[src/rtl/arith_unit_arbiter.sv]
// arith_unit_arbiter: round-robin share of one registered arithmetic unit
// between two requesters, with a valid/ready tagged response channel.
//
// Ports:
//   clk, RST (sync, active-high)
//   req{0,1}_valid/_ready/_a/_b/_fun  : requester command channels
//   resp_valid/_ready/_id/_data/_err  : tagged result channel
//   alu_a/_b/_fun/_en, alu_out/_flag  : arithmetic unit interface
//   busy                              : high outside IDLE
//
// Optional build macro ARITH_DIV_ZERO_CHECK_EN: when defined, a divide
// with b=0 is answered directly with an error and never reaches the unit.
module arith_unit_arbiter #(
  parameter int WIDTH = 16
) (
  input  logic               clk,
  input  logic               RST,
  input  logic               req0_valid,
  output logic               req0_ready,
  input  logic [WIDTH-1:0]   req0_a,
  input  logic [WIDTH-1:0]   req0_b,
  input  logic [1:0]         req0_fun,
  input  logic               req1_valid,
  output logic               req1_ready,
  input  logic [WIDTH-1:0]   req1_a,
  input  logic [WIDTH-1:0]   req1_b,
  input  logic [1:0]         req1_fun,
  output logic               resp_valid,
  input  logic               resp_ready,
  output logic               resp_id,
  output logic [2*WIDTH-1:0] resp_data,
  output logic               resp_err,
  output logic [WIDTH-1:0]   alu_a,
  output logic [WIDTH-1:0]   alu_b,
  output logic [1:0]         alu_fun,
  output logic               alu_en,
  input  logic [2*WIDTH-1:0] alu_out,
  input  logic               alu_flag,
  output logic               busy
);

  typedef enum logic [1:0] {
    IDLE,
    ISSUE,
    CAPTURE,
    RESP
  } state_e;

  state_e             state_q, state_d;
  logic               ptr_q, ptr_d;
  logic [WIDTH-1:0]   a_q, a_d;
  logic [WIDTH-1:0]   b_q, b_d;
  logic [1:0]         fun_q, fun_d;
  logic               id_q, id_d;
  logic [2*WIDTH-1:0] data_q, data_d;
  logic               err_q, err_d;

  logic               gnt_vld;
  logic               gnt_id;
  logic [WIDTH-1:0]   sel_a;
  logic [WIDTH-1:0]   sel_b;
  logic [1:0]         sel_fun;

  // Pointer only breaks ties; a lone request always wins.
  always_comb begin
    gnt_vld = req0_valid | req1_valid;
    gnt_id  = (req0_valid & req1_valid) ? ptr_q : req1_valid;
    sel_a   = gnt_id ? req1_a : req0_a;
    sel_b   = gnt_id ? req1_b : req0_b;
    sel_fun = gnt_id ? req1_fun : req0_fun;
  end

  // Ready is masked by RST so nothing looks accepted on a reset edge.
  assign req0_ready = (state_q == IDLE) & ~RST
                    & gnt_vld & ~gnt_id;
  assign req1_ready = (state_q == IDLE) & ~RST
                    & gnt_vld & gnt_id;

  always_comb begin
    state_d = state_q;
    ptr_d   = ptr_q;
    a_d     = a_q;
    b_d     = b_q;
    fun_d   = fun_q;
    id_d    = id_q;
    data_d  = data_q;
    err_d   = err_q;
    unique case (state_q)
      IDLE: begin
        if (gnt_vld) begin
          a_d     = sel_a;
          b_d     = sel_b;
          fun_d   = sel_fun;
          id_d    = gnt_id;
          state_d = ISSUE;
`ifdef ARITH_DIV_ZERO_CHECK_EN
          if (sel_fun == 2'b11 && sel_b == '0) begin
            data_d  = '0;
            err_d   = 1'b1;
            state_d = RESP;
          end
`endif
        end
      end
      ISSUE: begin
        state_d = CAPTURE;
      end
      CAPTURE: begin
        // A unit that fails to flag its result yields an error
        // response with a zeroed payload.
        data_d  = alu_flag ? alu_out : '0;
        err_d   = ~alu_flag;
        state_d = RESP;
      end
      RESP: begin
        if (resp_ready) begin
          ptr_d   = ~id_q;
          state_d = IDLE;
        end
      end
      default: state_d = IDLE;
    endcase
  end

  always_ff @(posedge clk) begin
    if (RST) begin
      state_q <= IDLE;
      ptr_q   <= 1'b0;
      a_q     <= '0;
      b_q     <= '0;
      fun_q   <= '0;
      id_q    <= 1'b0;
      data_q  <= '0;
      err_q   <= 1'b0;
    end else begin
      state_q <= state_d;
      ptr_q   <= ptr_d;
      a_q     <= a_d;
      b_q     <= b_d;
      fun_q   <= fun_d;
      id_q    <= id_d;
      data_q  <= data_d;
      err_q   <= err_d;
    end
  end

  assign alu_a      = a_q;
  assign alu_b      = b_q;
  assign alu_fun    = fun_q;
  assign alu_en     = (state_q == ISSUE);
  assign resp_valid = (state_q == RESP);
  assign resp_id    = id_q;
  assign resp_data  = data_q;
  assign resp_err   = err_q;
  assign busy       = (state_q != IDLE);

endmodule

[config.mk]
export PLATFORM = sky130hd
export DESIGN_NAME = arith_unit_arbiter
export DESIGN_NICKNAME = d
export VERILOG_FILES = /design/src/rtl/arith_unit_arbiter.sv
export SDC_FILE = /design/constraint.sdc
export NUM_CORES = 1
export LEC_CHECK = 0
export CORE_MARGIN = 1
export CORE_UTILIZATION = 40
export CTS_CLUSTER_DIAMETER = 120
export CTS_CLUSTER_SIZE = 8
export DETAILED_ROUTE_END_ITERATION = 7
export PLACE_DENSITY = 0.91
export SLEW_MARGIN = 20
export SYNTH_ARGS = -nofsm -noshare
export SYNTH_HDL_FRONTEND = slang
export SYNTH_SLANG_ARGS = --single-unit
[constraint.sdc]
create_clock -name clk -period 1.9 [get_ports clk]
set_input_delay 0.57 -clock clk [delete_from_list [all_inputs] [get_ports clk]]
set_output_delay 0.57 -clock clk [all_outputs]
set_load 0.005 [all_outputs]
==> impl_metrics.toml, run 1 <==
[cells_and_area]
layout-drive-gt1-share_pct = 16.5
utilization_pct = 66.9
nets = 670
area_growth_pct = 61.1
antennaDiodeCount = 0

[worst_setup_path]
critPathCaptureType = "output pin"
critical-path-top-delay-family = "flip-flops"
critPathArrivalTime_ns = 1.30
required_ns = 1.33
path_class = "flip-flop to output pin"
slowest_delay_ns = 0.33
cp_max_fo = 2
cp_slowest_cell = "dfxtp_2"
setup.worst_path.start_class = "flip-flop"
cp_cell_sequence = "inv_2, ha_4, buf_6, nand3b_1, a21oi_1, buf_2"
path_buf_inv = 3

[sta]
tightest_slew_ns = 0.509
fin_skew_ns = 0.0136
setup_viol = 0
worst_slack_ns = 0.0325
rsz0062_at_grt = "true"
fmax_ghz = 0.535
min_period_ns = 1.87
drv_slew = 0
relSlewSlack_pct = 66.1
fin_crit_sh_pct = 98.3
finalHoldViolCount = 0

[cts]
cts_root_buf = "clkbuf_8"
clk_path_buf_depth = 2
clkTransAtPathRegs_ns = 0.08
clock_latency_ns = 0.34
tritoncts = "yes"
cts_max_level = 3
numCtsBuffers = 9
clkSinkCount = 71

[logic_synthesis]
synth-seq-cells = 71
syn_avg_cell_area_um2 = 9.18
syn_inst = 374
synth_cell_types = 35
ys_warn_count = 0
syn_nets = 485
syn_area_mm2 = 0.00343
yosysSeqAreaShare_pct = 41.4

[pwr]
fin_total_pwr_mw = 6.02
ir_drop_uv = 425
p_leak_nw = 2.07
p_per_area_mw_per_mm2 = 1090

[routing]
dr.pass1.iters = 4
post_drt_wl_per_cell_um = 15.1
drc = 0
totalWireLength_um = 10100
viasPerCell = 5.16
drtIter0Drc = 79
num_vias = 3447
antenna_left = 0

[floorplanning]
num_rows = 33
initial_core_util_pct = 41.6
die_w_um = 94.6
die_y_um = 94.6
core_area_mm2 = 0.00826
dieArea_mm2 = 0.00895
io_pins = 179

[outcome]
status = "finished clean"

[global_route]
grt_pass1_wl_um = 15600
grt_max_degree = 39
antenna_found_initial = 0
overflow = 0
grt_pass1_vias = 3277
gr-usage-all-layers_pct = 22.4

[placed_design]
numPortBuffers = 178
gp_congestion = 0.754
dp_slack_ns = -0.592
place_hpwl_um = 7230

[run]
drv_cap = 0

[hold_path]
min_path_type = "flip-flop to flip-flop"
==> synth_stat cells (all sizes together) <==
cell	number	share of area, %
dfxtp	71	41
nor4	1	0.18
a311oi	34	14
nand3b	1	0.22
buf	23	6.6
nor3b	1	0.22
nand2b	2	0.36
a21oi	33	4.8
nand3	35	5.2
nor2b	31	5.7
nor2	69	7.5
inv	6	0.66
o21ai	37	5.5
o41ai	2	0.51
nand2	1	0.11
o21a	1	0.44
nor3	1	0.15
mux2i	1	0.29
and2	1	0.18
and2b	4	0.95
ha	5	1.8
a32oi	1	0.26
clkbuf	13	3.0
==> metrics by stage <==
| step | cell area (um^2) | hold slack (ns) | TNS [ns] | cells |
|---|---|---|---|---|
| after floorplan | 3430 | 0.462 | 0 | 374 |
| after global placement | 5290 | 0.457 | -16.68 | 651 |
| after detailed placement | 5290 | 0.494 | -17.73 | 651 |
| after CTS | 5510 | 0.505 | -0.0317 | 667 |
| after global routing | 5530 | 0.527 | -0.0106 | 668 |
| final | 5530 | 0.502 | 0 | 668 |
==> placed cells by master (no fill, tap or decap), types with 2 or more instances in the layout <==
cell,Yosys,layout
a311oi_1,5,5
clkdlybuf4s15_1,0,2
nand3_1,34,34
nor2b_1,31,31
clkdlybuf4s50_1,0,170
inv_2,1,4
o21ai_0,8,8
nor2_1,69,69
buf_4,6,26
ha_1,5,4
o41ai_1,2,2
dfxtp_2,0,2
buf_2,7,3
buf_12,2,4
buf_6,4,3
clkbuf_8,5,9
and2b_1,3,3
clkinv_2,0,2
a21oi_1,33,33
dfxtp_1,71,69
nand2b_1,2,2
o21ai_1,28,28
inv_1,5,2
bufinv_16,0,2
a311oi_2,29,29
==> worst paths after layout <==
check / slack (ns) / endpoint / cells past startpoint / startpoint
max: 0.03 / req0_ready / 6 / state_q[1]$_SDFFE_PP0P_
min: 0.50 / alu_b[8]$_SDFFE_PP0P_ / 2 / alu_b[8]$_SDFFE_PP0P_
max reg2reg: 0.37 / resp_data[2]$_SDFFE_PP0N_ / 7 / state_q[0]$_SDFFE_PP0P_
min reg2reg: 0.50 / alu_b[8]$_SDFFE_PP0P_ / 2 / alu_b[8]$_SDFFE_PP0P_
==> cell families (layout without fill, tap and decap cells) <==
family          Yosys count  after routing  share of synthesized area, %
fa+ha+maj                 5              5                          1.82
buf+inv                  42            231                          10.2
mux                       1              1                         0.292
simple gates            147            147                          20.8
compound gates          108            108                          25.5
flops                    71             71                          41.4
==> timing repair <==
action / CTS / global route
pin swaps: 2 / 0
buffers inserted: 1 / 1
endpoints found under the setup margin: 39 / 5
hold buffers: 0 / 0
resized for setup: 22 / 7
==> layer usage <==
layer	routed length, um	global-route usage (%)
met1	4190	26.1
met2	4960	40.5
met3	752	4.27
met4	173	8.21
met5	0	0
==> final cells by class <==
class,instances,area (um^2)
Clock inverter,6,86.3
Multi-Input combinational cell,261,1680
Clock buffer,9,124
Sequential cell,71,1420
Timing Repair Buffer,210,2060
Tap cell,105,131
Fill cell,627,2730
Inverter,6,22.5
==> where the power goes <==
part           switching (mW)  internal [mW]  total [mW]
logic                    1.17           1.56        2.72
registers               0.181           1.82        2.00
clock network           0.559          0.729        1.29
total                    1.91           4.11        6.02
==> registers in the layout (all words and copies together), names as in the netlist <==
register,count
alu_a,16
alu_b,16
alu_fun,2
ptr_q,1
resp_data,32
resp_err,1
resp_id,1
state_q,2
==> tightest hold or removal path: cells and delay by family (launching register included) <==
family | cells | cell delay [ns]
flip-flops | 1 | 0.32
AO/OA/AOI/OAI | 1 | 0.05
AND/OR/NAND/NOR | 1 | 0.09
(Power assumes the default switching activity.)
==> run 2: changes to the inputs <==
--- a/config.mk
+++ b/config.mk
@@ -11,6 +11,7 @@
 export CTS_CLUSTER_SIZE = 8
 export DETAILED_ROUTE_END_ITERATION = 7
 export PLACE_DENSITY = 0.91
+export RECOVER_POWER = 50
 export SLEW_MARGIN = 20
 export SYNTH_ARGS = -nofsm -noshare
 export SYNTH_HDL_FRONTEND = slang
==> impl_metrics.toml, run 2 (synthesis gave the netlist of run 1 again) <==
[outcome]
status = "finished clean"

[cts]
clkTransAtPathRegs_ns = 0.08
clk_path_buf_depth = 2
cts_root_buf = "clkbuf_8"
numCtsBuffers = 9
ctsHoldBuffers = 0
tritoncts = "yes"
cts_max_level = 3
clkSinkCount = 71
clock_latency_ns = 0.34

[routing]
num_vias = 3454
dr.pass1.iters = 4
drc = 0
totalWireLength_um = 10100
drtIter0Drc = 96
antenna_left = 0
post_drt_wl_per_cell_um = 15.1
viasPerCell = 5.17

[sta]
tightest_slew_ns = 0.623
fin_crit_sh_pct = 98.1
drv_slew = 0
finalHoldViolCount = 0
fmax_ghz = 0.537
relSlewSlack_pct = 58.5
min_period_ns = 1.86
fin_skew_ns = 0.0130
setup_viol = 0
rsz0062_at_grt = "true"
worst_slack_ns = 0.0369

[hold_path]
min_path_type = "flip-flop to flip-flop"

[placed_design]
gp_congestion = 0.754
place_area_mm2 = 0.00529
numPortBuffers = 178
dp_slack_ns = -0.592
place_hpwl_um = 7230

[pwr]
p_leak_nw = 2.06
p_per_area_mw_per_mm2 = 1080
ir_drop_uv = 420

[global_route]
gr-usage-all-layers_pct = 22.4
grt_pass1_vias = 3277
grt_pass1_wl_um = 15600
antenna_found_initial = 0
grt_max_degree = 39
overflow = 0

[cells_and_area]
antennaDiodeCount = 0
fill_cells = 640
final_common_cell = "clkdlybuf4s50_1"
nets = 670
largest_reg_flops = 32
stdcell_area_mm2 = 0.00548
layout_common_cells = "167 x clkdlybuf4s50_1, 70 x dfxtp_1, 69 x nor2_1, 34 x nand3_1, 33 x a21oi_1"
layout-drive-gt1-share_pct = 15.6
area_growth_pct = 59.6

[run]
drv_cap = 0

[floorplanning]
num_rows = 33
dieArea_mm2 = 0.00895
die_w_um = 94.6
die_y_um = 94.6
io_pins = 179
core_area_mm2 = 0.00826
initial_core_util_pct = 41.6

[worst_setup_path]
critPathArrivalTime_ns = 1.29
cp_max_fo = 2
setup.worst_path.start_class = "flip-flop"
required_ns = 1.33
critPathCaptureType = "output pin"
path_class = "flip-flop to output pin"
-- run 2: power by group --
group	switching [mW]	total (mW)	internal, mW
Clock	0.553	1.28	0.729
Combinational	1.15	2.64	1.49
Sequential	0.180	2.00	1.82
-- run 2: repair_timing --
| item | CTS | global route |
|---|---|---|
| endpoints found under the setup margin | 39 | 5 |
| buffers inserted | 1 | 1 |
| gates resized for setup | 22 | 7 |
| pin swaps | 2 | 0 |
-- run 2: area by class of cell --
cell class              count  area, um^2  area share (%)
clock inverters             6        86.3            1.58
multi-input cells         261        1670            30.4
clock buffers               9         124            2.26
flip-flops and latches     71        1420            26.0
well taps                 105         131            2.40
repair buffers            210        2020            36.9
inverters                   6        22.5           0.411
-- run 2: metal layers --
layer / GRT usage, % / wire, um / up-vias
li1: - / - / 1684
met1: 26.1 / 4180 / 1600
met2: 40.5 / 4980 / 154
met3: 4.27 / 748 / 16
met4: 8.21 / 171 / 0
met5: 0 / 0 / -
-- run 2: per-stage QoR --
| stage | instances | hold WS, ns | utilization, % | total power, mW | setup TNS, ns |
|---|---|---|---|---|---|
| finish | 668 | 0.502 | 66.3 | 5.92 | 0 |
| global route | 668 | 0.527 | 66.3 | 6.29 | -0.0106 |
| CTS | 667 | 0.505 | 66.7 | 6.01 | -0.0317 |
| detailed placement | 651 | 0.494 | 64.0 | 4.67 | -17.73 |
| global placement | 651 | 0.457 | 64.0 | 4.58 | -16.68 |
| floorplan | 374 | 0.462 | - | 3.40 | 0 |
-- run 2: final timing paths --
| kind | startpoint | end | slack (ns) | depth (start not counted) |
|---|---|---|---|---|
| max | state_q[1]$_SDFFE_PP0P_ | req0_ready | 0.04 | 6 |
| min | alu_b[8]$_SDFFE_PP0P_ | alu_b[8]$_SDFFE_PP0P_ | 0.50 | 2 |
| min reg2reg | alu_b[8]$_SDFFE_PP0P_ | alu_b[8]$_SDFFE_PP0P_ | 0.50 | 2 |
| max reg2reg | state_q[0]$_SDFFE_PP0P_ | resp_data[13]$_SDFFE_PP0N_ | 0.09 | 7 |
-- run 2: critical path, cell delays in order (launching register included) --
cell,delay (ns)
dfxtp_2,0.33
inv_2,0.07
ha_4,0.15
buf_6,0.10
nand3b_1,0.08
a21oi_1,0.12
buf_2,0.12
